==> config.mk <==
export PLATFORM = sky130hd
export DESIGN_NAME = alu_cmd_sender
export DESIGN_NICKNAME = d
export VERILOG_FILES = /design/src/rtl/alu_cmd_sender.sv
export SDC_FILE = /design/constraint.sdc
export NUM_CORES = 1
export LEC_CHECK = 0
export ABC_CLOCK_PERIOD_IN_PS = 2700
export CORE_ASPECT_RATIO = 1.2
export CORE_MARGIN = 5
export CORE_UTILIZATION = 50
export DETAILED_ROUTE_END_ITERATION = 10
export PLACE_DENSITY_LB_ADDON = 0.05
export SLEW_MARGIN = 25
export SYNTH_ARGS = -nofsm -noshare
export SYNTH_HDL_FRONTEND = slang
export SYNTH_SLANG_ARGS = --single-unit
==> constraint.sdc <==
create_clock -name i_clock -period 2.7 [get_ports i_clock]
set_input_delay 0.27 -clock i_clock [delete_from_list [all_inputs] [get_ports i_clock]]
set_output_delay 0.27 -clock i_clock [all_outputs]
set_load 0.05 [all_outputs]
==> src/rtl/alu_cmd_sender.sv <==
// rtl/alu_cmd_sender.sv - serialises A, B, OP over a tx_uart and waits for the rx_uart result byte
module alu_cmd_sender #(
    parameter int NB_DATA  = 8,
    parameter int NB_OP    = 6,
    parameter int TIMEOUT  = 1000000,
    parameter int NB_TIMER = 20
) (
    input  logic               i_clock,
    input  logic               i_reset,
    input  logic               i_start,
    input  logic [NB_DATA-1:0] i_data_a,
    input  logic [NB_DATA-1:0] i_data_b,
    input  logic [NB_OP-1:0]   i_operation,
    output logic               o_busy,
    output logic               o_tx_start,
    output logic [NB_DATA-1:0] o_tx_data,
    input  logic               i_tx_done_tick,
    input  logic               i_rx_done_tick,
    input  logic [NB_DATA-1:0] i_rx_data,
    output logic [NB_DATA-1:0] o_result,
    output logic               o_result_valid,
    output logic               o_timeout
);

    localparam logic [NB_TIMER-1:0] TIMER_LAST = NB_TIMER'(TIMEOUT - 1);

    typedef enum logic [1:0] {
        IDLE    = 2'd0,
        LOAD    = 2'd1,
        WAIT_TX = 2'd2,
        WAIT_RX = 2'd3
    } state_t;

    state_t               r_state;
    logic [1:0]           r_idx;
    logic [NB_TIMER-1:0]  r_timer;
    logic [NB_DATA-1:0]   r_b;
    logic [NB_DATA-1:0]   r_op;
    logic                 r_tx_start;
    logic [NB_DATA-1:0]   r_tx_data;
    logic [NB_DATA-1:0]   r_result;
    logic                 r_result_valid;
    logic                 r_timeout;
    logic [NB_DATA-1:0]   w_op_ext;

    assign w_op_ext = NB_DATA'(i_operation);

    // Byte A goes straight into the tx register, so only B and OP need latching;
    // the next byte is loaded together with the start pulse so both line up with LOAD.
    always_ff @(posedge i_clock or negedge i_reset) begin
        if (!i_reset) begin
            r_state        <= IDLE;
            r_idx          <= 2'd0;
            r_timer        <= '0;
            r_b            <= '0;
            r_op           <= '0;
            r_tx_start     <= 1'b0;
            r_tx_data      <= '0;
            r_result       <= '0;
            r_result_valid <= 1'b0;
            r_timeout      <= 1'b0;
        end else begin
            r_tx_start     <= 1'b0;
            r_result_valid <= 1'b0;
            r_timeout      <= 1'b0;
            case (r_state)
                IDLE: begin
                    if (i_start) begin
                        r_b        <= i_data_b;
                        r_op       <= w_op_ext;
                        r_tx_data  <= i_data_a;
                        r_tx_start <= 1'b1;
                        r_idx      <= 2'd0;
                        r_state    <= LOAD;
                    end
                end
                LOAD: begin
                    r_state <= WAIT_TX;
                end
                WAIT_TX: begin
                    if (i_tx_done_tick) begin
                        if (r_idx == 2'd2) begin
                            r_timer <= '0;
                            r_state <= WAIT_RX;
                        end else begin
                            r_idx      <= r_idx + 2'd1;
                            r_tx_data  <= (r_idx == 2'd0) ? r_b : r_op;
                            r_tx_start <= 1'b1;
                            r_state    <= LOAD;
                        end
                    end
                end
                WAIT_RX: begin
                    // A result arriving on the expiry cycle still counts as a result.
                    if (i_rx_done_tick) begin
                        r_result       <= i_rx_data;
                        r_result_valid <= 1'b1;
                        r_state        <= IDLE;
                    end else if (r_timer == TIMER_LAST) begin
                        r_timeout <= 1'b1;
                        r_state   <= IDLE;
                    end else begin
                        r_timer <= r_timer + 1'b1;
                    end
                end
                default: r_state <= IDLE;
            endcase
        end
    end

    assign o_busy         = (r_state != IDLE);
    assign o_tx_start     = r_tx_start;
    assign o_tx_data      = r_tx_data;
    assign o_result       = r_result;
    assign o_result_valid = r_result_valid;
    assign o_timeout      = r_timeout;

endmodule
## Word-level counts from Yosys, hierarchy flattened

Cells that the tools add are included.

| cells by class | value |
|---|---|
| $add $sub $neg | 2 |
| reductions and logical operators | 10 |
| muxes and demuxes | 29 |
| eq/ne operators | 12 |

Operators by type and width:

| operator | count |
|---|---|
| $mux 20 | 4 |
| $pmux 20 s2 | 1 |
| $mux 8 | 4 |
| $add 20x1->20 const B | 1 |
| $eq 20x20->1 const B | 1 |
| $mux 2 | 8 |
| $pmux 8 s2 | 1 |
| $ne 2x2->1 const B | 6 |
| $mux 1 | 8 |
| $pmux 2 s4 | 1 |
| $eq 2x2->1 const B | 3 |
| $reduce_bool 2->1 | 3 |
| $reduce_and 5->1 | 1 |
| $logic_not 2->1 | 2 |
| $pmux 2 s2 | 1 |
| $reduce_and 2->1 | 2 |
| $reduce_and 4->1 | 1 |
| $ne 3x3->1 const B | 1 |
| $reduce_and 3->1 | 1 |
| $add 2x1->2 const B | 1 |
| $eq 2x1->1 const B | 1 |
| $pmux 1 s2 | 1 |

| word-level totals | value |
|---|---|
| output and inout port bits | 20 |
| word-level logic and storage cells | 63 |
| input bits | 35 |
| register bits after elaboration | 57 |

## Logic depth before layout (Yosys ltp)

| logic depth | value |
|---|---|
| word-level depth | 5 |
| mapped depth | 8 |
| gate-level depth less buffers | 7 |

## Least setup slack after synthesis

No wires, ideal clock.

| path | value |
|---|---|
| kind | register to register |
| start | register r_timer[13] |
| end | register r_timer[4] |
| period minus slack after synthesis | 1921 ps |
| arrival | 1796 ps |
| path slack | 779 ps |
| cell stages (with the launch flop) | 7 |
| path buffers | 1 |
| library setup time | 125 ps |
| data required time | 2575 ps |
| path through | dfrtp_1 > or4_4 > nor4b_4 > a21boi_2 > buf_4 > a21oi_1 > mux2i_1 |

| between the ends | value |
|---|---|
| word-level cells in the longest chain between the ends | 3 |

Ends and longest elaborated chain:

| item | RTL line | source |
|---|---|---|
| start: declaration | 36 | `logic [NB_TIMER-1:0] r_timer;` |
| start signal: assignment | 103 | `r_timer <= r_timer + 1'b1;` |
| $eq 20x20->1 | 99 | `end else if (r_timer == TIMER_LAST) begin` |
| $ne 2x2->1 (no line) | n/a |  |
| $reduce_and 5->1 (no line) | n/a |  |

No other way between the ends.
A chain may end at the register's enable or synchronous reset.

## Final worst setup path

| path | value |
|---|---|
| start | register r_state[1] |
| end | output port o_busy |

| between the ends | value |
|---|---|
| word-level cells in the longest chain between the ends | 1 |

Ends and longest elaborated chain:

| item | RTL line | source |
|---|---|---|
| start: declaration | 34 | `state_t r_state;` |
| start signal: assignment | 52 | `r_state <= IDLE;` |
| start signal: assignment | 74 | `r_state <= LOAD;` |
| start signal: assignment | 78 | `r_state <= WAIT_TX;` |
| $reduce_bool 2->1 | 111 | `assign o_busy = (r_state != IDLE);` |
| end: declaration | 14 | `output logic o_busy,` |

No other way between the ends.

==> impl_metrics.yaml <==
power:
  sequentialPowerShare_pct: 35.3
  leakagePower_nw: 1.52
  power_density_mw_per_mm2: 1070
  power_switching_share_pct: 40.9
  clkPwrFrac_pct: 18.8
  p_sw_mw: 1.54
  peakVddDrop_uv: 737
  p_int_mw: 2.22
  total_power_mw: 3.75
  p_comb_share_pct: 45.8
job:
  maxCapViolCount: 0
placement:
  place_congestion: 0.829
  place_inst: 369
  port_buffers: 54
  place_hpwl_mm: 4.35
  dp_slack_ns: 0.432
  place_area_sq_mm: 0.00331
critical_path:
  cp-start-kind: "flop"
  worstPathRequired_ns: 2.43
  cp-end-kind: "primary output"
  path_max_fanout: 11
  crit_type: "reg2out"
  worstSetupStartpoint: "r_state[1]"
  r2r-start: "r_timer[11]"
  arrival_ns: 1.95
cells_and_area:
  fin_cells: 386
  fin_util_pct: 66.6
  layout-drive-gt1-share_pct: 15.1
  regArea_sq_mm: 0.00143
  areaGrowthSynthToFinish_pct: 29.3
  n_antenna_cell: 0
  layout_common_cells: "dfrtp_1 (57), clkdlybuf4s50_1 (53), o21ai_0 (26), mux2_2 (22)"
  nNetsFinal: 357
  multi_input_area_sq_mm: 0.00122
  final_common_cell: "dfrtp_1"
  fillers: 434
  fin_area_sq_mm: 0.00350
drt:
  drc: 0
  ant_nets: 0
  vias_per_cell: 5.57
  detail_route.wl_per_cell_um: 15.8
  routed_wirelength_mm: 6.09
  dr_total_vias: 2149
  dr.pass1.iters: 4
  first_iter_violations: 123
floorplan:
  num_io_pins: 55
  core.rowCount: 29
  initial_core_util_pct: 51.5
  die-area_sq_mm: 0.00700
  coreArea_sq_mm: 0.00526
  die_w_um: 77.2
  die_h_um: 90.7
sta:
  finalCritPeriodShare_pct: 82.2
  setup_viol: 0
  tns_ns: 0
  fmax_mhz: 451
  slew-limit-headroom_pct: 58.0
  clock_skew_ns: 0.00857
  tightest_slew_ns: 0.628
  period_needed_ns: 2.22
  hold-worst-slack_ns: 0.356
  rsz0062_at_grt: "no"
  layout_setup_ws_ns: 0.482
  final-hold-violation-count: 0
  slew_violations: 0
grt:
  track_usage_pct: 19.0
  grt_max_degree: 45
  grt_pass1_vias: 2190
  antenna_found_initial: 0
  grt_pass1_wl_mm: 10.4
  overflow: 0
clocking:
  cts_max_level: 3
  cts_sinks: 57
  cts_resized: 0
  clockRootBuffer: "clkbuf_8"
  cts_tree: "built"
  clock_tree.buffer_depth: 2
  cts-hold-fix-buffers: 1
  clkLatencyLatePin_ns: 0.34
  numCtsBuffers: 9
  clkTransAtPathRegs_ns: 0.07
  post_cts_buffers: 0
synthesis:
  yosysSeqAreaShare_pct: 52.6
  synth_edf_count: 0
  synthArstFlopShare_pct: 100
  syn-num-nets: 295
  ys.flop_type: "dfrtp_1"
  synthCells: 257
  syn_area_per_cell_sq_um: 10.5
  yosysUniqueCellTypes: 39
  ys_warn_count: 0
  syn_area_sq_mm: 0.00271
  ys_ff_latch: 57
status:
  outcome: "complete, no violations"
min_path:
  min_path_type: "in2async"
worst max-delay path, stage by stage, from the launching register on:
cell and delay (ns):
dfrtp_1 0.38, buf_4 0.17, or2_2 0.33, clkdlybuf4s50_1 0.73
flip-flops by register name (all words and copies together), names as in the netlist:
signal          flops
o_timeout           1
o_tx_start          1
r_b                 8
o_result            8
r_op                6
o_tx_data           8
r_state             2
r_timer            20
o_result_valid      1
r_idx               2
area by class of cell:
type / instances / area share, %
flip-flops and latches: 57 / 40.7
multi-input cells: 184 / 34.7
well taps: 62 / 2.21
clock inverters: 3 / 0.428
clock buffers: 13 / 4.53
repair buffers: 60 / 16.6
inverters: 7 / 0.750
final timing paths:
check	endpoint	depth (start not counted)	slack (ns)
setup / recovery	o_busy	3	0.48
hold / removal	o_result[6]	2	0.36
setup reg to reg	r_timer[17]	5	0.50
hold reg to reg	r_timer[18]	1	0.48
max in group asynchronous	o_tx_data[1]	3	1.48
min in group i_clock	r_timer[18]	1	0.48
layer usage:
layer  global-route usage (%)  part of all wire, %  up-vias
met5                        0                    0        -
met4                     8.45                  1.6        0
met3                     7.49                  6.9        6
met2                     30.2                   50       60
met1                     22.4                   42     1033
li1                         -                    -     1050
cells in the mapped netlist (4+ instances only):
master,number,area share (%)
inv_1,7,0.97
a21oi_1,20,3.7
mux2_2,22,9.1
clkbuf_1,4,0.55
mux2i_1,8,3.0
nand4_1,5,1.2
a31oi_1,10,2.3
nor3_1,5,0.92
o21ai_0,26,4.8
nand3_1,12,2.2
nor2_1,20,2.8
nand2_1,20,2.8
dfrtp_1,57,53
power groups by stage:
stage / clock (mW) / sequential, mW / combinational, mW
4_1_cts: 0.725 / 1.33 / 1.74
3_5_place_dp: 0 / 1.34 / 1.73
5_1_grt: 0.770 / 1.37 / 1.87
2_1_floorplan: 0 / 1.74 / 0.789
6_report: 0.706 / 1.33 / 1.72
3_3_place_gp: 0 / 1.33 / 1.70
kinds of logic after synthesis:
logic type                 after synthesis  synth area share (%)
AOI/OAI and AO/OA                       69                  15.0
buffers and inverters                   16                  2.72
muxes                                   30                  12.1
and+or+nand+nor                         82                  16.2
adders and majority gates                3                  1.39
DFF                                     57                  52.6
Power figures use the tool's default switching activity.
